## config.mk

```make
export PLATFORM = sky130hd
export DESIGN_NAME = mem_arbiter_flat
export DESIGN_NICKNAME = d
export VERILOG_FILES = /design/src/rtl/mem_arbiter_if.sv /design/src/rtl/mem_arbiter.sv /design/src/flat_wrapper.sv
export SDC_FILE = /design/constraint.sdc
export NUM_CORES = 1
export LEC_CHECK = 0
export ABC_AREA = 1
export BUFFER_PORTS_ARGS = -buffer_cell sky130_fd_sc_hd__buf_2
export CAP_MARGIN = 0
export CORE_MARGIN = 3
export CORE_UTILIZATION = 40
export CTS_CLUSTER_SIZE = 12
export DETAILED_ROUTE_END_ITERATION = 16
export PLACE_DENSITY_LB_ADDON = 0.25
export SKIP_LAST_GASP = 1
export SLEW_MARGIN = 20
export SYNTH_ARGS = -nofsm -noshare
export SYNTH_HDL_FRONTEND = slang
export SYNTH_SLANG_ARGS = --single-unit
```

## constraint.sdc

```tcl
create_clock -name clk -period 4.4 [get_ports clk]
set_clock_uncertainty 0.15 [all_clocks]
set_input_delay 0.66 -clock clk [delete_from_list [all_inputs] [get_ports clk]]
set_output_delay 0.66 -clock clk [all_outputs]
set_load 0.02 [all_outputs]
```

## src/rtl/mem_arbiter_if.sv

```systemverilog
// Bundle of the fetch port, load/store port and shared-memory port around mem_arbiter.
// The arbiter takes the slave view; requesters and the memory take the master view.
interface mem_arbiter_if #(
    parameter int ADDR_W = 32,
    parameter int DATA_W = 32
);
    logic              if_req;
    logic [ADDR_W-1:0] if_addr;
    logic              if_ready;
    logic              if_rvalid;
    logic [DATA_W-1:0] if_rdata;

    logic              ls_req;
    logic              ls_we;
    logic [ADDR_W-1:0] ls_addr;
    logic [DATA_W-1:0] ls_wdata;
    logic              ls_ready;
    logic              ls_rvalid;
    logic [DATA_W-1:0] ls_rdata;

    logic              mem_en;
    logic              mem_we;
    logic [ADDR_W-1:0] mem_addr;
    logic [DATA_W-1:0] mem_wdata;
    logic [DATA_W-1:0] mem_rdata;

    modport slave (
        input  if_req, if_addr, ls_req, ls_we, ls_addr, ls_wdata, mem_rdata,
        output if_ready, if_rvalid, if_rdata, ls_ready, ls_rvalid, ls_rdata,
        output mem_en, mem_we, mem_addr, mem_wdata
    );

    modport master (
        output if_req, if_addr, ls_req, ls_we, ls_addr, ls_wdata, mem_rdata,
        input  if_ready, if_rvalid, if_rdata, ls_ready, ls_rvalid, ls_rdata,
        input  mem_en, mem_we, mem_addr, mem_wdata
    );
endinterface

```

## src/rtl/mem_arbiter.sv

```systemverilog
// Shares one fixed-latency single-port memory between the mips32 fetch and load/store ports.
// LS wins contention until IF has been passed over STARVE_LIMIT times in a row.
module mem_arbiter #(
    parameter int ADDR_W       = 32,
    parameter int DATA_W       = 32,
    parameter int MEM_LATENCY  = 2,
    parameter int STARVE_LIMIT = 4
) (
    input  logic         clk,
    input  logic         rst,
    mem_arbiter_if.slave bus
);
    typedef enum logic [1:0] {IDLE, ISSUE, WAIT, RESP} state_t;
    typedef enum logic [1:0] {OWN_NONE, OWN_IF, OWN_LS} owner_t;

    localparam logic [3:0] LAT_INIT   = 4'(MEM_LATENCY - 1);
    localparam logic [3:0] STARVE_MAX = 4'(STARVE_LIMIT);

    state_t            state_q, state_d;
    owner_t            owner_q, owner_d;
    logic [3:0]        lat_cnt_q, lat_cnt_d;
    logic [3:0]        starve_q, starve_d;
    logic              store_q, store_d;
    logic              mem_en_q, mem_en_d;
    logic              mem_we_q, mem_we_d;
    logic [ADDR_W-1:0] mem_addr_q, mem_addr_d;
    logic [DATA_W-1:0] mem_wdata_q, mem_wdata_d;
    logic              if_rvalid_q, if_rvalid_d;
    logic [DATA_W-1:0] if_rdata_q, if_rdata_d;
    logic              ls_rvalid_q, ls_rvalid_d;
    logic [DATA_W-1:0] ls_rdata_q, ls_rdata_d;

    logic can_accept;
    logic grant_if;
    logic grant_ls;
    logic if_accept;
    logic ls_accept;

    // Ready is held low while rst is high so every output reads 0 during reset.
    always_comb begin
        can_accept = !rst && (state_q == IDLE || state_q == RESP);
        grant_ls   = bus.ls_req && (!bus.if_req || starve_q != STARVE_MAX);
        grant_if   = bus.if_req && !grant_ls;
        if_accept  = can_accept && grant_if;
        ls_accept  = can_accept && grant_ls;
    end

    assign bus.if_ready  = if_accept;
    assign bus.ls_ready  = ls_accept;
    assign bus.mem_en    = mem_en_q;
    assign bus.mem_we    = mem_we_q;
    assign bus.mem_addr  = mem_addr_q;
    assign bus.mem_wdata = mem_wdata_q;
    assign bus.if_rvalid = if_rvalid_q;
    assign bus.if_rdata  = if_rdata_q;
    assign bus.ls_rvalid = ls_rvalid_q;
    assign bus.ls_rdata  = ls_rdata_q;

    always_comb begin
        state_d     = state_q;
        owner_d     = owner_q;
        lat_cnt_d   = lat_cnt_q;
        starve_d    = starve_q;
        store_d     = store_q;
        mem_en_d    = 1'b0;
        mem_we_d    = 1'b0;
        mem_addr_d  = mem_addr_q;
        mem_wdata_d = mem_wdata_q;
        if_rvalid_d = 1'b0;
        if_rdata_d  = if_rdata_q;
        ls_rvalid_d = 1'b0;
        ls_rdata_d  = ls_rdata_q;

        case (state_q)
            IDLE, RESP: begin
                if (if_accept || ls_accept) begin
                    state_d    = ISSUE;
                    owner_d    = ls_accept ? OWN_LS : OWN_IF;
                    store_d    = ls_accept && bus.ls_we;
                    mem_en_d   = 1'b1;
                    mem_we_d   = ls_accept && bus.ls_we;
                    mem_addr_d = ls_accept ? bus.ls_addr : bus.if_addr;
                    if (ls_accept) begin
                        mem_wdata_d = bus.ls_wdata;
                    end
                end else begin
                    state_d = IDLE;
                    owner_d = OWN_NONE;
                end
            end
            ISSUE: begin
                lat_cnt_d = LAT_INIT;
                state_d   = WAIT;
            end
            WAIT: begin
                // Counter reaching zero marks the cycle mem_rdata is valid.
                if (lat_cnt_q == 4'd0) begin
                    state_d = RESP;
                    if (owner_q == OWN_LS) begin
                        ls_rvalid_d = 1'b1;
                        ls_rdata_d  = store_q ? '0 : bus.mem_rdata;
                    end else begin
                        if_rvalid_d = 1'b1;
                        if_rdata_d  = bus.mem_rdata;
                    end
                end else begin
                    lat_cnt_d = lat_cnt_q - 4'd1;
                end
            end
            default: state_d = IDLE;
        endcase

        if (!bus.if_req || if_accept) begin
            starve_d = '0;
        end else if (ls_accept && starve_q != STARVE_MAX) begin
            starve_d = starve_q + 4'd1;
        end
    end

    always_ff @(posedge clk or posedge rst) begin
        if (rst) begin
            state_q     <= IDLE;
            owner_q     <= OWN_NONE;
            lat_cnt_q   <= '0;
            starve_q    <= '0;
            store_q     <= 1'b0;
            mem_en_q    <= 1'b0;
            mem_we_q    <= 1'b0;
            mem_addr_q  <= '0;
            mem_wdata_q <= '0;
            if_rvalid_q <= 1'b0;
            if_rdata_q  <= '0;
            ls_rvalid_q <= 1'b0;
            ls_rdata_q  <= '0;
        end else begin
            state_q     <= state_d;
            owner_q     <= owner_d;
            lat_cnt_q   <= lat_cnt_d;
            starve_q    <= starve_d;
            store_q     <= store_d;
            mem_en_q    <= mem_en_d;
            mem_we_q    <= mem_we_d;
            mem_addr_q  <= mem_addr_d;
            mem_wdata_q <= mem_wdata_d;
            if_rvalid_q <= if_rvalid_d;
            if_rdata_q  <= if_rdata_d;
            ls_rvalid_q <= ls_rvalid_d;
            ls_rdata_q  <= ls_rdata_d;
        end
    end
endmodule
```

## src/flat_wrapper.sv

```systemverilog
// flat-port wrapper written by rule: the top's interface ports become plain ports
module mem_arbiter_flat 
#(
    parameter int ADDR_W       = 32,
    parameter int DATA_W       = 32,
    parameter int MEM_LATENCY  = 2,
    parameter int STARVE_LIMIT = 4
)
  (clk, rst, bus_if_req, bus_if_addr, bus_ls_req, bus_ls_we, bus_ls_addr, bus_ls_wdata, bus_mem_rdata, bus_if_ready, bus_if_rvalid, bus_if_rdata, bus_ls_ready, bus_ls_rvalid, bus_ls_rdata, bus_mem_en, bus_mem_we, bus_mem_addr, bus_mem_wdata);
  mem_arbiter_if #(.ADDR_W(ADDR_W), .DATA_W(DATA_W)) bus_i ();
  input  logic clk;
  input  logic rst;
  input wire logic [$bits(bus_i.if_req)-1:0] bus_if_req;
  input wire logic [$bits(bus_i.if_addr)-1:0] bus_if_addr;
  input wire logic [$bits(bus_i.ls_req)-1:0] bus_ls_req;
  input wire logic [$bits(bus_i.ls_we)-1:0] bus_ls_we;
  input wire logic [$bits(bus_i.ls_addr)-1:0] bus_ls_addr;
  input wire logic [$bits(bus_i.ls_wdata)-1:0] bus_ls_wdata;
  input wire logic [$bits(bus_i.mem_rdata)-1:0] bus_mem_rdata;
  output wire logic [$bits(bus_i.if_ready)-1:0] bus_if_ready;
  output wire logic [$bits(bus_i.if_rvalid)-1:0] bus_if_rvalid;
  output wire logic [$bits(bus_i.if_rdata)-1:0] bus_if_rdata;
  output wire logic [$bits(bus_i.ls_ready)-1:0] bus_ls_ready;
  output wire logic [$bits(bus_i.ls_rvalid)-1:0] bus_ls_rvalid;
  output wire logic [$bits(bus_i.ls_rdata)-1:0] bus_ls_rdata;
  output wire logic [$bits(bus_i.mem_en)-1:0] bus_mem_en;
  output wire logic [$bits(bus_i.mem_we)-1:0] bus_mem_we;
  output wire logic [$bits(bus_i.mem_addr)-1:0] bus_mem_addr;
  output wire logic [$bits(bus_i.mem_wdata)-1:0] bus_mem_wdata;
  assign bus_i.if_req = bus_if_req;
  assign bus_i.if_addr = bus_if_addr;
  assign bus_i.ls_req = bus_ls_req;
  assign bus_i.ls_we = bus_ls_we;
  assign bus_i.ls_addr = bus_ls_addr;
  assign bus_i.ls_wdata = bus_ls_wdata;
  assign bus_i.mem_rdata = bus_mem_rdata;
  assign bus_if_ready = bus_i.if_ready;
  assign bus_if_rvalid = bus_i.if_rvalid;
  assign bus_if_rdata = bus_i.if_rdata;
  assign bus_ls_ready = bus_i.ls_ready;
  assign bus_ls_rvalid = bus_i.ls_rvalid;
  assign bus_ls_rdata = bus_i.ls_rdata;
  assign bus_mem_en = bus_i.mem_en;
  assign bus_mem_we = bus_i.mem_we;
  assign bus_mem_addr = bus_i.mem_addr;
  assign bus_mem_wdata = bus_i.mem_wdata;
  mem_arbiter #(.ADDR_W(ADDR_W), .DATA_W(DATA_W), .MEM_LATENCY(MEM_LATENCY), .STARVE_LIMIT(STARVE_LIMIT)) u_core (.clk(clk), .rst(rst), .bus(bus_i));
endmodule
```

After elaboration in Yosys (flattened, before gate mapping)
Cells that the tools add are included.
- register bits after elaboration: 145
- bits of input ports: 133
- output and inout bits: 134
- logic and storage cells: 68
- add/sub/neg operators: 2
- eq/ne operators: 7
- multiplexer cells: 21
- bitwise logic cells: 1
- reductions and logical operators: 24
- operator list (cell ; count):
    $mux 32 ; 2
    $mux 4 ; 3
    $mux 1 ; 11
    $reduce_and 3->1 ; 3
    $pmux 4 s2 ; 1
    $logic_and 1x1->1 ; 7
    $eq 2x2->1 const B ; 3
    $mux 2 ; 3
    $pmux 2 s3 ; 1
    $add 4x1->4 const B ; 1
    $logic_not 4->1 ; 1
    $logic_or 1x1->1 ; 4
    $ne 4x3->1 const B ; 1
    $reduce_and 2->1 ; 2
    $reduce_bool 2->1 ; 2
    $sub 4x1->4 const B ; 1
    $logic_not 1->1 ; 3
    $eq 2x1->1 const B ; 1
    $logic_not 2->1 ; 1
    $ne 2x1->1 const B ; 1
    $ne 2x2->1 const B ; 1
    $reduce_or 2->1 ; 1
    $not 1->1 ; 1

Longest topological paths before layout
- word-level depth: 9
- depth in mapped cells: 10
- depth with buffers taken out: 8

Worst setup path before layout
OpenSTA, ideal clock, no wires.
- path type: register -> output
- start: register u_core.state_q[0]
- end: output bus_ls_ready
- data arrival time: 1360 ps
- required time: 3590 ps
- path slack: 2230 ps
- cell stages (with the launch flop): 9
- buffers on the path: 2
- cells stage by stage: dfrtp_1 > inv_1 > ha_1 > inv_2 > nor2_4 > nand3_2 > inv_2 > buf_6 > buf_6
- longest elaborated chain between the ends: 4
- RTL lines (item ; line ; source):
    start: declaration ; mem_arbiter.sv:19 ; state_t state_q, state_d;
    start signal: assignment ; mem_arbiter.sv:136 ; state_q <= state_d;
    $eq 2x2->1 or $logic_not 2->1 (tied branches) ; mem_arbiter.sv:41 ; can_accept = !rst && (state_q == IDLE || state_q == RESP);
    $logic_or 1x1->1 (*) ; mem_arbiter.sv:41 ;
    $logic_and 1x1->1 (*) ; mem_arbiter.sv:41 ;
    $logic_and 1x1->1 (*) ; mem_arbiter.sv:45 ; ls_accept = can_accept && grant_ls;
    end: declaration ; flat_wrapper.sv:23 ; output wire logic [$bits(bus_i.ls_ready)-1:0] bus_ls_ready;
Mark *: on every way between the ends. The rest lies on a longest branch, timed or not.

Final worst setup path
Ends and elaborated chain as after synthesis.

==> run metrics <==
Max-Slew Margin vs Limit=roughly a third; setup_tns=0 ns; post-synthesis sequential area ratio=between 60 and 70%; vias per cell=between 4 and 5; CP Cell Sequence=inv_1, ha_1, inv_2, nor2_4, nand3_2, inv_2, buf_2; Worst Path Arrival=around 2.3 ns; total wire length=around 17 mm; CP max stage cell=nand3_2; post-CTS sizing=0; Worst VDD drop=roughly 0.0005 V; Post-Syn Area=approximately 6000 um^2; final core occ=a little under three fifths; crit path kind=reg2out; largest net degree at the start of global routing=a little under 90; H-tree depth=4; PwrDens=808 nW/um^2; Pleak=~4.5 nW; # diodes=0; YS warnings=0; clk buf depth=2; Worst Path Max Fanout=36; Final Setup Violations=0; row count=43; first-pass GRT wire length=~27 mm; post-synth top area share=between 60% and 70%; DRT antenna net count=0; syn_nets=814; Worst R2R End=u_core.bus.mem_addr[12]$_DFFE_PP0P_; Hold Crit Class=in2async; FF+latch count, synth=145; # clock sinks=about 150; status=complete, no violations; Starting Density=between 40% and 50%; layout cells sized above 1=between 30% and 40%; Syn Inst Count=around 680; CP delay by family, top=simple AND/OR/NAND/NOR gates; CTS tree=done; Port Buf Inserts=~270; GPL Wtd Cong=between 0.8 and 0.9; final hold vios=0; Post-CTS Setup Bufs=0; CP Capture Type=output port; TritonRoute pass-1 iters=4; CP max stage delay=~0.6 ns; Yosys top cell by area=dfrtp_1; Placed Instances=about 1100; Reg-to-Reg Start=u_core.state_q[0]$_DFFE_PP0P_; Mapped Avg Cell Area=slightly below 9 um^2; Die W=between 100 and 150 um; # DRC=0; wire per inst=approximately 15 um; top post-synthesis cells by area=dfrtp_1 61%, nand2_1 21%, nand3_1 6.0%; CTS Hold Bufs=0; Crit. path cell count=7; number of global-route vias before repair=around 5200; Worst-Margin Slew=a little under 1 ns; max-slew violations=0; post-DP HPWL=12.0 mm; fmax=319 MHz; RSZ-0062 raised after global routing=false; GR Overflow Total=0; area grow syn2layout=34.6%; number of I/O pins=roughly 270; Max Cap Viol=0; Final nets=about 1100; Critical Path RT=about 3.6 ns; core area=between 10000 and 15000 um^2; total track usage=roughly a fifth; CP Buf/Inv Count=4; Clk Latency, worst-skew pair=0.41 ns; CP dominant cell by count=inv_2; Finished Layout Cells=about 1100; DR vias=between 5000 and 6000; initial antenna violation count=3; die height=approximately 130 um; die area=approximately 16000 um^2; Root Buffer=clkbuf_16; Final Critical Period=3.13 ns; Initial DRC Count=between 200 and 300; final worst path period share=a little under three quarters; Synth cell types=22; Num CTS Buffers=17; R2R cell count=9; r2r setup slk=approximately 1.7 ns; Worst setup SP type=flop; Clk pin slew, worst setup/hold paths=approximately 0.060 ns
==> worst min-delay path, delay by kind of cell <==
family	cells	cell delay [ns]
buf+inv	3	0.57
==> registers in the layout, summed over array words and instances, names as in the netlist <==
name	flops
u_core.bus.mem_en	1
u_core.lat_cnt_q	4
u_core.bus.mem_wdata	32
u_core.bus.if_rdata	32
u_core.bus.mem_we	1
u_core.starve_q	4
u_core.bus.mem_addr	32
u_core.owner_q	2
u_core.state_q	2
u_core.bus.if_rvalid	1
u_core.store_q	1
u_core.bus.ls_rdata	32
u_core.bus.ls_rvalid	1
==> per-stage QoR <==
step	setup slack, ns	total power, mW	hold slack [ns]	instance area, um^2
2_1_floorplan	1.77	4.02	0.301	5960
3_3_place_gp	1.62	4.95	0.306	7380
3_5_place_dp	1.60	5.00	0.310	7380
4_1_cts	1.24	6.56	0.267	8010
5_1_grt	1.03	6.93	0.278	8010
6_report	1.27	6.48	0.246	8010
==> worst max path at each step <==
stage | start | endpoint | slack, ns
floorplan | rst | u_core.bus.if_rdata[0]$_DFFE_PP0P_ | 1.77
global placement | rst | u_core.bus.mem_addr[0]$_DFFE_PP0P_ | 1.62
detailed placement | rst | u_core.bus.mem_addr[12]$_DFFE_PP0P_ | 1.60
CTS | u_core.state_q[0]$_DFFE_PP0P_ | bus_ls_ready | 1.24
global route | u_core.state_q[0]$_DFFE_PP0P_ | bus_ls_ready | 1.03
finish | u_core.state_q[0]$_DFFE_PP0P_ | bus_ls_ready | 1.27
==> where the power goes <==
part / switching, mW / internal [mW] / leakage [nW]
sequential: 0.319 / 1.96 / 1.78
clock: 0.542 / 0.991 / 0.303
combinational: 1.83 / 0.841 / 2.37
total: 2.69 / 3.79 / 4.45
==> layout make-up <==
class                      count  area (um^2)
sequential                   145         3630
clock buffer                  22          474
clock inverter                 9          154
timing repair buffer         274         1400
inverter                      22         86.3
tap                          180          225
fill                        1332         6190
multi-input combinational    475         2040
==> cells in the mapped netlist <==
cell type and n:
nor2_1 5, buf_4 3, dfrtp_1 145, buf_6 6, nand4_1 4, nand3_2 2
inv_1 16, ha_1 5, buf_2 13, o21ai_0 39, nor2_2 1, o22ai_1 3
nor2_4 1, clkbuf_1 12, nand2_1 336, nand3_1 71, o21ai_2 1, a21oi_1 1
xor2_1 4, nor3_1 1, inv_2 6, nand4_2 1
==> routing by layer <==
metal | share of wire (%) | up-vias | global-route usage [%]
met2 | 48 | 236 | 33.2
met5 | 0.24 | - | 0
met3 | 10 | 26 | 8.08
met4 | 1.9 | 6 | 7.49
li1 | - | 2651 | -
met1 | 40 | 2471 | 26.1
==> kinds of logic (layout without fill, tap and decap cells) <==
kind of cell	count (synthesis)	count (layout)	share of synthesized area, %
buffers and inverters	56	327	4.75
AND/OR/NAND/NOR	422	422	28.8
XOR/XNOR	4	4	0.589
adder cells (fa/ha/maj)	5	5	1.05
flip-flops	145	145	61.0
AO/OA/AOI/OAI	44	44	3.83
==> layout by cell type, fill, tap and decap left out, types with 4 or more instances in the layout <==
cell type  instances
buf_2            266
buf_4              7
bufinv_16          4
clkbuf_16         17
dfrtp_1          145
ha_1               5
inv_1             14
inv_2              6
nand2_1          336
nand3_1           71
nand4_1            4
nor2_1             5
o21ai_0           39
xor2_1             4
Power figures use the tool's default switching activity.
